<file path="src/rtl/noise_acq_pkg.sv">
// rtl/noise_acq_pkg.sv - shared types and constants for the noise acquisition front end
// Contents: acq_state_t frame sequencer states, FRAME_BITS, default timing constants.
package noise_acq_pkg;

  typedef enum logic [1:0] {
    IDLE  = 2'd0,
    SETUP = 2'd1,
    SHIFT = 2'd2,
    QUIET = 2'd3
  } acq_state_t;

  localparam int FRAME_BITS    = 16;
  localparam int DEF_LEAD_Z    = 4;
  localparam int DEF_SCLK_DIV  = 4;
  localparam int DEF_QUIET_CYC = 8;

endpackage

</file>
<file path="src/rtl/noise_sclk_gen.sv">
// rtl/noise_sclk_gen.sv - SCLK half-period divider for the serial noise ADC
// Ports:
//   clk_sys  in   system clock
//   rst_n    in   asynchronous active-low reset
//   run      in   0 holds the divider idle (SCLK high, counter cleared)
//   sclk     out  serial clock, idles high
//   smp_tick out  last clk_sys cycle of an SCLK low phase
//   end_tick out  last clk_sys cycle of an SCLK high phase
module noise_sclk_gen
  import noise_acq_pkg::*;
#(
  parameter int SCLK_DIV = DEF_SCLK_DIV
) (
  input  logic clk_sys,
  input  logic rst_n,
  input  logic run,
  output logic sclk,
  output logic smp_tick,
  output logic end_tick
);

  localparam logic [3:0] LAST = 4'(SCLK_DIV - 1);

  logic [3:0] cnt;
  logic       half_done;

  // While idle cnt is 0 and LAST >= 1, so neither tick can fire.
  assign half_done = (cnt == LAST);
  assign smp_tick  = half_done & ~sclk;
  assign end_tick  = half_done & sclk;

  // The first phase after run rises is a high phase; the sequencer uses it
  // as the CS-to-first-falling-edge setup time.
  always_ff @(posedge clk_sys or negedge rst_n) begin
    if (!rst_n) begin
      cnt  <= 4'd0;
      sclk <= 1'b1;
    end else if (!run) begin
      cnt  <= 4'd0;
      sclk <= 1'b1;
    end else if (half_done) begin
      cnt  <= 4'd0;
      sclk <= ~sclk;
    end else begin
      cnt  <= cnt + 4'd1;
    end
  end

endmodule

</file>
<file path="src/rtl/noise_adc_if.sv">
// rtl/noise_adc_if.sv - serial noise ADC frame driver and deserialiser
// Ports:
//   clk_sys    in   system clock
//   rst_n      in   asynchronous active-low reset
//   conv_trig  in   acquisition strobe, conversion starts on its rising edge
//   load       in   1-cycle pulse clearing overrun and lead_err
//   adc_sdo    in   ADC serial data
//   adc_cs_n   out  ADC chip select
//   adc_sclk   out  ADC serial clock, idles high
//   n_ADC      out  last captured sample
//   data_valid out  1-cycle pulse when n_ADC updates
//   busy       out  frame in progress, including the quiet period
//   overrun    out  sticky, trigger arrived while busy
//   lead_err   out  sticky, nonzero leading bit seen
module noise_adc_if
  import noise_acq_pkg::*;
#(
  parameter int SCLK_DIV  = DEF_SCLK_DIV,
  parameter int DATA_W    = FRAME_BITS - DEF_LEAD_Z,
  parameter int LEAD_Z    = DEF_LEAD_Z,
  parameter int QUIET_CYC = DEF_QUIET_CYC
) (
  input  logic              clk_sys,
  input  logic              rst_n,
  input  logic              conv_trig,
  input  logic              load,
  input  logic              adc_sdo,
  output logic              adc_cs_n,
  output logic              adc_sclk,
  output logic [DATA_W-1:0] n_ADC,
  output logic              data_valid,
  output logic              busy,
  output logic              overrun,
  output logic              lead_err
);

  localparam int NBITS = DATA_W + LEAD_Z;
  localparam int QW    = $clog2(QUIET_CYC + 1);

  acq_state_t        state;
  logic              trig_q0, trig_q1, rise;
  logic [4:0]        bit_cnt;
  logic [DATA_W-1:0] shreg;
  logic [QW-1:0]     qcnt;
  logic              run, smp_tick, end_tick, last_end, lead_hit;

  assign rise     = trig_q0 & ~trig_q1;
  assign busy     = (state != IDLE);
  assign last_end = end_tick && (bit_cnt == 5'(NBITS - 1));
  // Dropping run on the final end_tick keeps the divider from starting
  // another low phase; SCLK stays high as CS rises.
  assign run      = (state == SETUP) || ((state == SHIFT) && !last_end);
  assign lead_hit = (state == SHIFT) && smp_tick && adc_sdo && (bit_cnt < 5'(LEAD_Z));

  noise_sclk_gen #(
    .SCLK_DIV (SCLK_DIV)
  ) u_sclk_gen (
    .clk_sys  (clk_sys),
    .rst_n    (rst_n),
    .run      (run),
    .sclk     (adc_sclk),
    .smp_tick (smp_tick),
    .end_tick (end_tick)
  );

  always_ff @(posedge clk_sys or negedge rst_n) begin
    if (!rst_n) begin
      trig_q0 <= 1'b0;
      trig_q1 <= 1'b0;
    end else begin
      trig_q0 <= conv_trig;
      trig_q1 <= trig_q0;
    end
  end

  // Only the low DATA_W bits are kept: the leading bits fall off the top
  // of the shift register and are checked separately via lead_hit.
  always_ff @(posedge clk_sys or negedge rst_n) begin
    if (!rst_n) begin
      state      <= IDLE;
      adc_cs_n   <= 1'b1;
      bit_cnt    <= 5'd0;
      shreg      <= '0;
      qcnt       <= '0;
      n_ADC      <= '0;
      data_valid <= 1'b0;
    end else begin
      data_valid <= 1'b0;
      case (state)
        IDLE: begin
          if (rise) begin
            state    <= SETUP;
            adc_cs_n <= 1'b0;
            bit_cnt  <= 5'd0;
          end
        end
        SETUP: begin
          if (end_tick) state <= SHIFT;
        end
        SHIFT: begin
          if (smp_tick) shreg <= {shreg[DATA_W-2:0], adc_sdo};
          if (last_end) begin
            state      <= QUIET;
            adc_cs_n   <= 1'b1;
            n_ADC      <= shreg;
            data_valid <= 1'b1;
            qcnt       <= '0;
          end else if (end_tick) begin
            bit_cnt <= bit_cnt + 5'd1;
          end
        end
        QUIET: begin
          if (qcnt == QW'(QUIET_CYC - 1)) state <= IDLE;
          else qcnt <= qcnt + QW'(1);
        end
        default: state <= IDLE;
      endcase
    end
  end

  // A new flag event in the same cycle as load takes priority over the clear.
  always_ff @(posedge clk_sys or negedge rst_n) begin
    if (!rst_n) begin
      overrun  <= 1'b0;
      lead_err <= 1'b0;
    end else begin
      if (rise && busy) overrun <= 1'b1;
      else if (load)    overrun <= 1'b0;
      if (lead_hit)     lead_err <= 1'b1;
      else if (load)    lead_err <= 1'b0;
    end
  end

endmodule

</file>
<file path="config.mk">
export PLATFORM = sky130hd
export DESIGN_NAME = noise_adc_if
export DESIGN_NICKNAME = d
export VERILOG_FILES = /design/src/rtl/noise_acq_pkg.sv /design/src/rtl/noise_sclk_gen.sv /design/src/rtl/noise_adc_if.sv
export SDC_FILE = /design/constraint.sdc
export NUM_CORES = 1
export LEC_CHECK = 0
export CAP_MARGIN = 20
export CELL_PAD_IN_SITES_DETAIL_PLACEMENT = 1
export CELL_PAD_IN_SITES_GLOBAL_PLACEMENT = 2
export CORE_MARGIN = 2
export CORE_UTILIZATION = 31
export CTS_CLUSTER_DIAMETER = 200
export DETAILED_ROUTE_END_ITERATION = 6
export PLACE_DENSITY = 0.72
export SETUP_SLACK_MARGIN = 0.05
export SLEW_MARGIN = 20
export SYNTH_ARGS = -nofsm -noshare
export SYNTH_HDL_FRONTEND = slang
export SYNTH_HIERARCHICAL = 1
export SYNTH_SLANG_ARGS = --single-unit
</file>
<file path="constraint.sdc">
create_clock -name clk_sys -period 6.7 [get_ports clk_sys]
set_clock_uncertainty 0.15 [all_clocks]
set_input_delay 1.34 -clock clk_sys [delete_from_list [all_inputs] [get_ports clk_sys]]
set_output_delay 1.34 -clock clk_sys [all_outputs]
set_load 0.03 [all_outputs]
</file>
* Word level (Yosys, flattened, before mapping)
Index checks and enable logic that the tools add are counted.
** Word-level totals
- Input bits :: 5
- Register bits after elaboration :: 46
- Output and inout bits :: 18
** Cells by class
- Reductions and logical operators :: 20
- Equality and inequality tests :: 14
- Muxes and demuxes :: 24
- Bitwise logic cells :: 5
- Magnitude comparators :: 1
- Add/sub/neg operators :: 3
** Operators by type and width (number)
- 4-bit two-way mux :: 4
- 2-bit != test, second input constant :: 8
- 5-bit two-way mux :: 3
- 5-bit case mux with 2 select lines :: 1
- 2-bit nonzero test :: 5
- 1-bit two-way mux :: 9
- 4-bit by 1-bit adder with 4-bit output, second input constant :: 2
- 2-bit two-way mux :: 4
- 2-bit case mux with 4 select lines :: 1
- 4-bit case mux with 2 select lines :: 1
- 4-bit AND reduction :: 2
- 1-bit logical AND :: 6
- 3-bit AND reduction :: 2
- 5-bit by 1-bit adder with 5-bit output, second input constant :: 1
- 5-bit by 4-bit equality test with 1-bit output, second input constant :: 1
- 5-bit by 3-bit less-than comparator with 1-bit output, second input constant :: 1
- 2-bit equality test, second input constant :: 2
- 4-bit by 2-bit equality test with 1-bit output, second input constant :: 1
- 4-bit by 3-bit equality test with 1-bit output, second input constant :: 1
- 2-bit AND reduction :: 2
- 1-bit AND :: 3
- 2-bit by 1-bit equality test with 1-bit output, second input constant :: 1
- 2-bit zero test :: 1
- 1-bit inverter :: 2
- other kinds (3) :: 3

* Depth between registers and ports, before layout
- Depth in word-level cells :: 7
- Gate-level depth with buffers :: 7

* Hierarchy
The synthesis kept the hierarchy.
** By module, submodules not included
- noise_adc_if :: seq. area each 1027.2 um2, area each 1853.0 um2, cells an instance 152, times used 1
- noise_sclk_gen :: seq. area each 126.4 um2, area each 234.0 um2, cells an instance 20, times used 1

* Least setup slack after synthesis
Ideal clock, no wire load.
- Path kind :: register to output
- Start point :: reg state[0]
- End point :: out busy
- Path slack :: 4287 ps
- Required time :: 5210 ps
- Buffers on the path :: 0
- Cell stages (with the launch flop) :: 4
- Arrival :: 923 ps
- Path through :: dfrtp_1 -> inv_1 -> ha_1 -> inv_1
** Between the ends
- Word-level cells in the longest chain between the ends :: 1
** Ends and longest elaborated chain
- from (decl) :: line noise_adc_if.sv:40 : acq_state_t state;
- from (signal assigned) :: line noise_adc_if.sv:80 : state <= IDLE;
- from (signal assigned) :: line noise_adc_if.sv:92 : state <= SETUP;
- from (signal assigned) :: line noise_adc_if.sv:98 : if (end_tick) state <= SHIFT;
- 2-bit nonzero test :: line noise_adc_if.sv:48 : assign busy = (state != IDLE);
- to (decl) :: line noise_adc_if.sv:32 : output logic busy,
No other way between the ends.

* Worst setup path in the final report
Ends and elaborated chain as after synthesis.

==> flow_summary.yaml <==
setup_path:
  reg2reg_from: "u_sclk_gen/cnt[0]"
  r2r_cells: 5
  cp.arrival_ns: 1.88
  cp_num_buf_inv: 3
  cp-end-kind: "output port"
  crit_family: "buffers and inverters"
  crit_required_ns: 5.21
  path_class: "flop to output port"
  cp_slowest_cell: "clkdlybuf4s50_1"
  slowest_delay_ns: 0.68
  r2r_end: "n_ADC[6]"
  r2r_slack_ns: 4.03
  start_kind: "flop"
  worstPathMaxFanout: 6
  path_cells: "inv_1 > ha_1 > inv_1 > clkdlybuf4s50_1"
  cpMostUsedCell: "inv_1"
global_routing:
  grtUsageTotal_pct: 12.8
  grt_pass1_vias: 1520
  gr-total-overflow: 0
  grt_pass1_wl_mm: 7.21
  grt_max_degree: 47
  antenna_found_initial: 0
clock_network:
  path_clk_slew_ns: 0.09
  cts_root_buffer: "clkbuf_8"
  cts_max_path_buffers: 2
  hold_buffers: 0
  cts_inserted_buffers: 5
  htree_num_levels: 2
  cts_resized: 0
  tritoncts: "built"
  cts_setup_buffers: 0
  clkSinkCount: 46
  worstSkewPairLatency_ns: 0.30
timing:
  min_period_ns: 3.37
  setup_violations: 0
  setup-tns-final_ns: 0
  max_freq_ghz: 0.297
  relSlewSlack_pct: 51.6
  final-hold-violation-count: 0
  min_period_over_period_pct: 50.3
  rsz0062_at_grt: "no"
  worstMarginPinSlew_ns: 0.723
  drv_slew: 0
drt:
  viasPerCell: 5.08
  drt_iter0_markers: 31
  first_pass_iters: 4
  avgRoutedWirePerCell_um: 15.3
  drc: 0
  ant_nets: 0
  routed_wl_mm: 4.21
  via_count: 1396
place:
  dp.final_hpwl_mm: 3.06
  placed_area_mm2: 0.00238
  port_buffers: 22
  gp_congestion: 0.720
layout:
  syn_to_final_growth_pct: 19.5
  final_cell_area_mm2: 0.00249
  n_antenna_cell: 0
  drive_above_1_share_pct: 20.7
  nNetsFinal: 211
die:
  die_h_um: 86.1
  die_w_um: 86.1
  die_area_mm2: 0.00740
  core_area_mm2: 0.00642
  io_pins: 23
  start_util_pct: 32.5
  rows: 29
pwr:
  power_density_mw_per_mm2: 303
  peakVddDrop_mv: 0.151
  p_leak_nw: 1.19
worst_hold_path:
  hold_class: "flop to flop"
  hold_end: "trig_q1"
  holdPathStages: 0
  min-delay-start: "trig_q0"
yosys:
  synth_top_area_share_pct: 52.8
  avgSynthCellArea_um2: 12.1
  yosysSeqAreaShare_pct: 55.3
  synth.largest_area_cell: "dfrtp_1"
  syn_area_mm2: 0.00209
  synth-edff-count: 0
  synth.area.top_cells: "dfrtp_1 (53%), mux2_2 (13%), ha_1 (5.4%)"
  ys_seq_elements: 46
  ys_async_sr_fraction_pct: 100
  synth_ff_type: "dfrtp_1"
  synth_common_cells: "dfrtp_1 (44), mux2_2 (24), nand2_1 (12)"
  syn_nets: 186
  ys_warn_count: 6
  yosysMostFrequentCell: "dfrtp_1"
  synth_cells: 172
  synth_cell_types: 36
job:
  maxCapViolCount: 0
run_status:
  status: "completed"
==> how the worst max path moves through the flow <==
stage / from / endpoint / slack (ns) / cells past startpoint
2_1_floorplan: state[0] / busy / 4.29 / 3
3_3_place_gp: state[0] / busy / 3.72 / 4
3_5_place_dp: state[0] / busy / 3.65 / 4
4_1_cts: state[0] / busy / 3.29 / 4
5_1_grt: state[0] / busy / 3.22 / 4
6_report: state[0] / busy / 3.33 / 4
==> cell families after synthesis <==
group / share of synthesized area, %
and+or+nand+nor: 13.5
AOI/OAI and AO/OA: 9.35
xor gates and xnor gates: 0.420
DFF: 55.3
muxes: 13.4
buffers and inverters: 2.64
adders and majority gates: 5.40
==> registers in the layout, indices dropped and copies added (netlist names), 2 cells and up <==
register	cells
n_ADC	12
shreg	12
bit_cnt	5
qcnt	4
u_sclk_gen/cnt	4
state	2
==> metal layers <==
layer	up-vias	global-route usage [%]	share of wire (%)	wire, µm
met2	21	20.3	49	2080
met5	-	0	0	0
met3	7	3.75	3.5	148
met4	0	5.19	1.6	67
li1	659	-	-	-
met1	709	16.3	45	1910
==> placed cells by master (no fill, tap or decap), drive strengths merged, types with 3 or more instances in the layout <==
master | synthesis | final
dfrtp | 44 | 44
mux2 | 24 | 24
clkdlybuf4s50 | 0 | 21
nand2 | 12 | 12
inv | 10 | 10
nand3 | 10 | 10
ha | 9 | 9
a21oi | 8 | 8
o21ai | 7 | 7
clkbuf | 2 | 6
nand2b | 5 | 5
nor2 | 4 | 4
nand3b | 4 | 4
and3 | 3 | 3
and2 | 3 | 3
==> layout make-up <==
cell class / instances / area [µm²]
flip-flops and latches: 46 / 1150
clock buffers: 6 / 72.6
well taps: 77 / 96.3
fillers: 684 / 3930
inverters: 10 / 37.5
clock inverters: 2 / 37.5
repair buffers: 22 / 218
multi-input cells: 112 / 878
==> metrics by stage <==
stage	util [%]	worst slack, ns	power, W	hold WS (ns)	cells
floorplan	-	4.29	0.000493	0.205	172
global placement	37.1	3.72	0.000546	0.217	267
detailed placement	37.1	3.65	0.000563	0.233	267
CTS	38.8	3.29	0.000771	0.254	275
global route	38.8	3.22	0.000813	0.271	275
finish	38.8	3.33	0.000757	0.244	275
==> where the power goes <==
part / total [W] / internal (W) / switching, W / leakage (nW)
combinational: 0.000213 / 0.0000846 / 0.000128 / 0.527
sequential: 0.000340 / 0.000308 / 0.0000320 / 0.613
clock: 0.000204 / 0.000111 / 0.0000922 / 0.0514
total: 0.000757 / 0.000504 / 0.000253 / 1.19
Power figures use the tool's default switching activity.
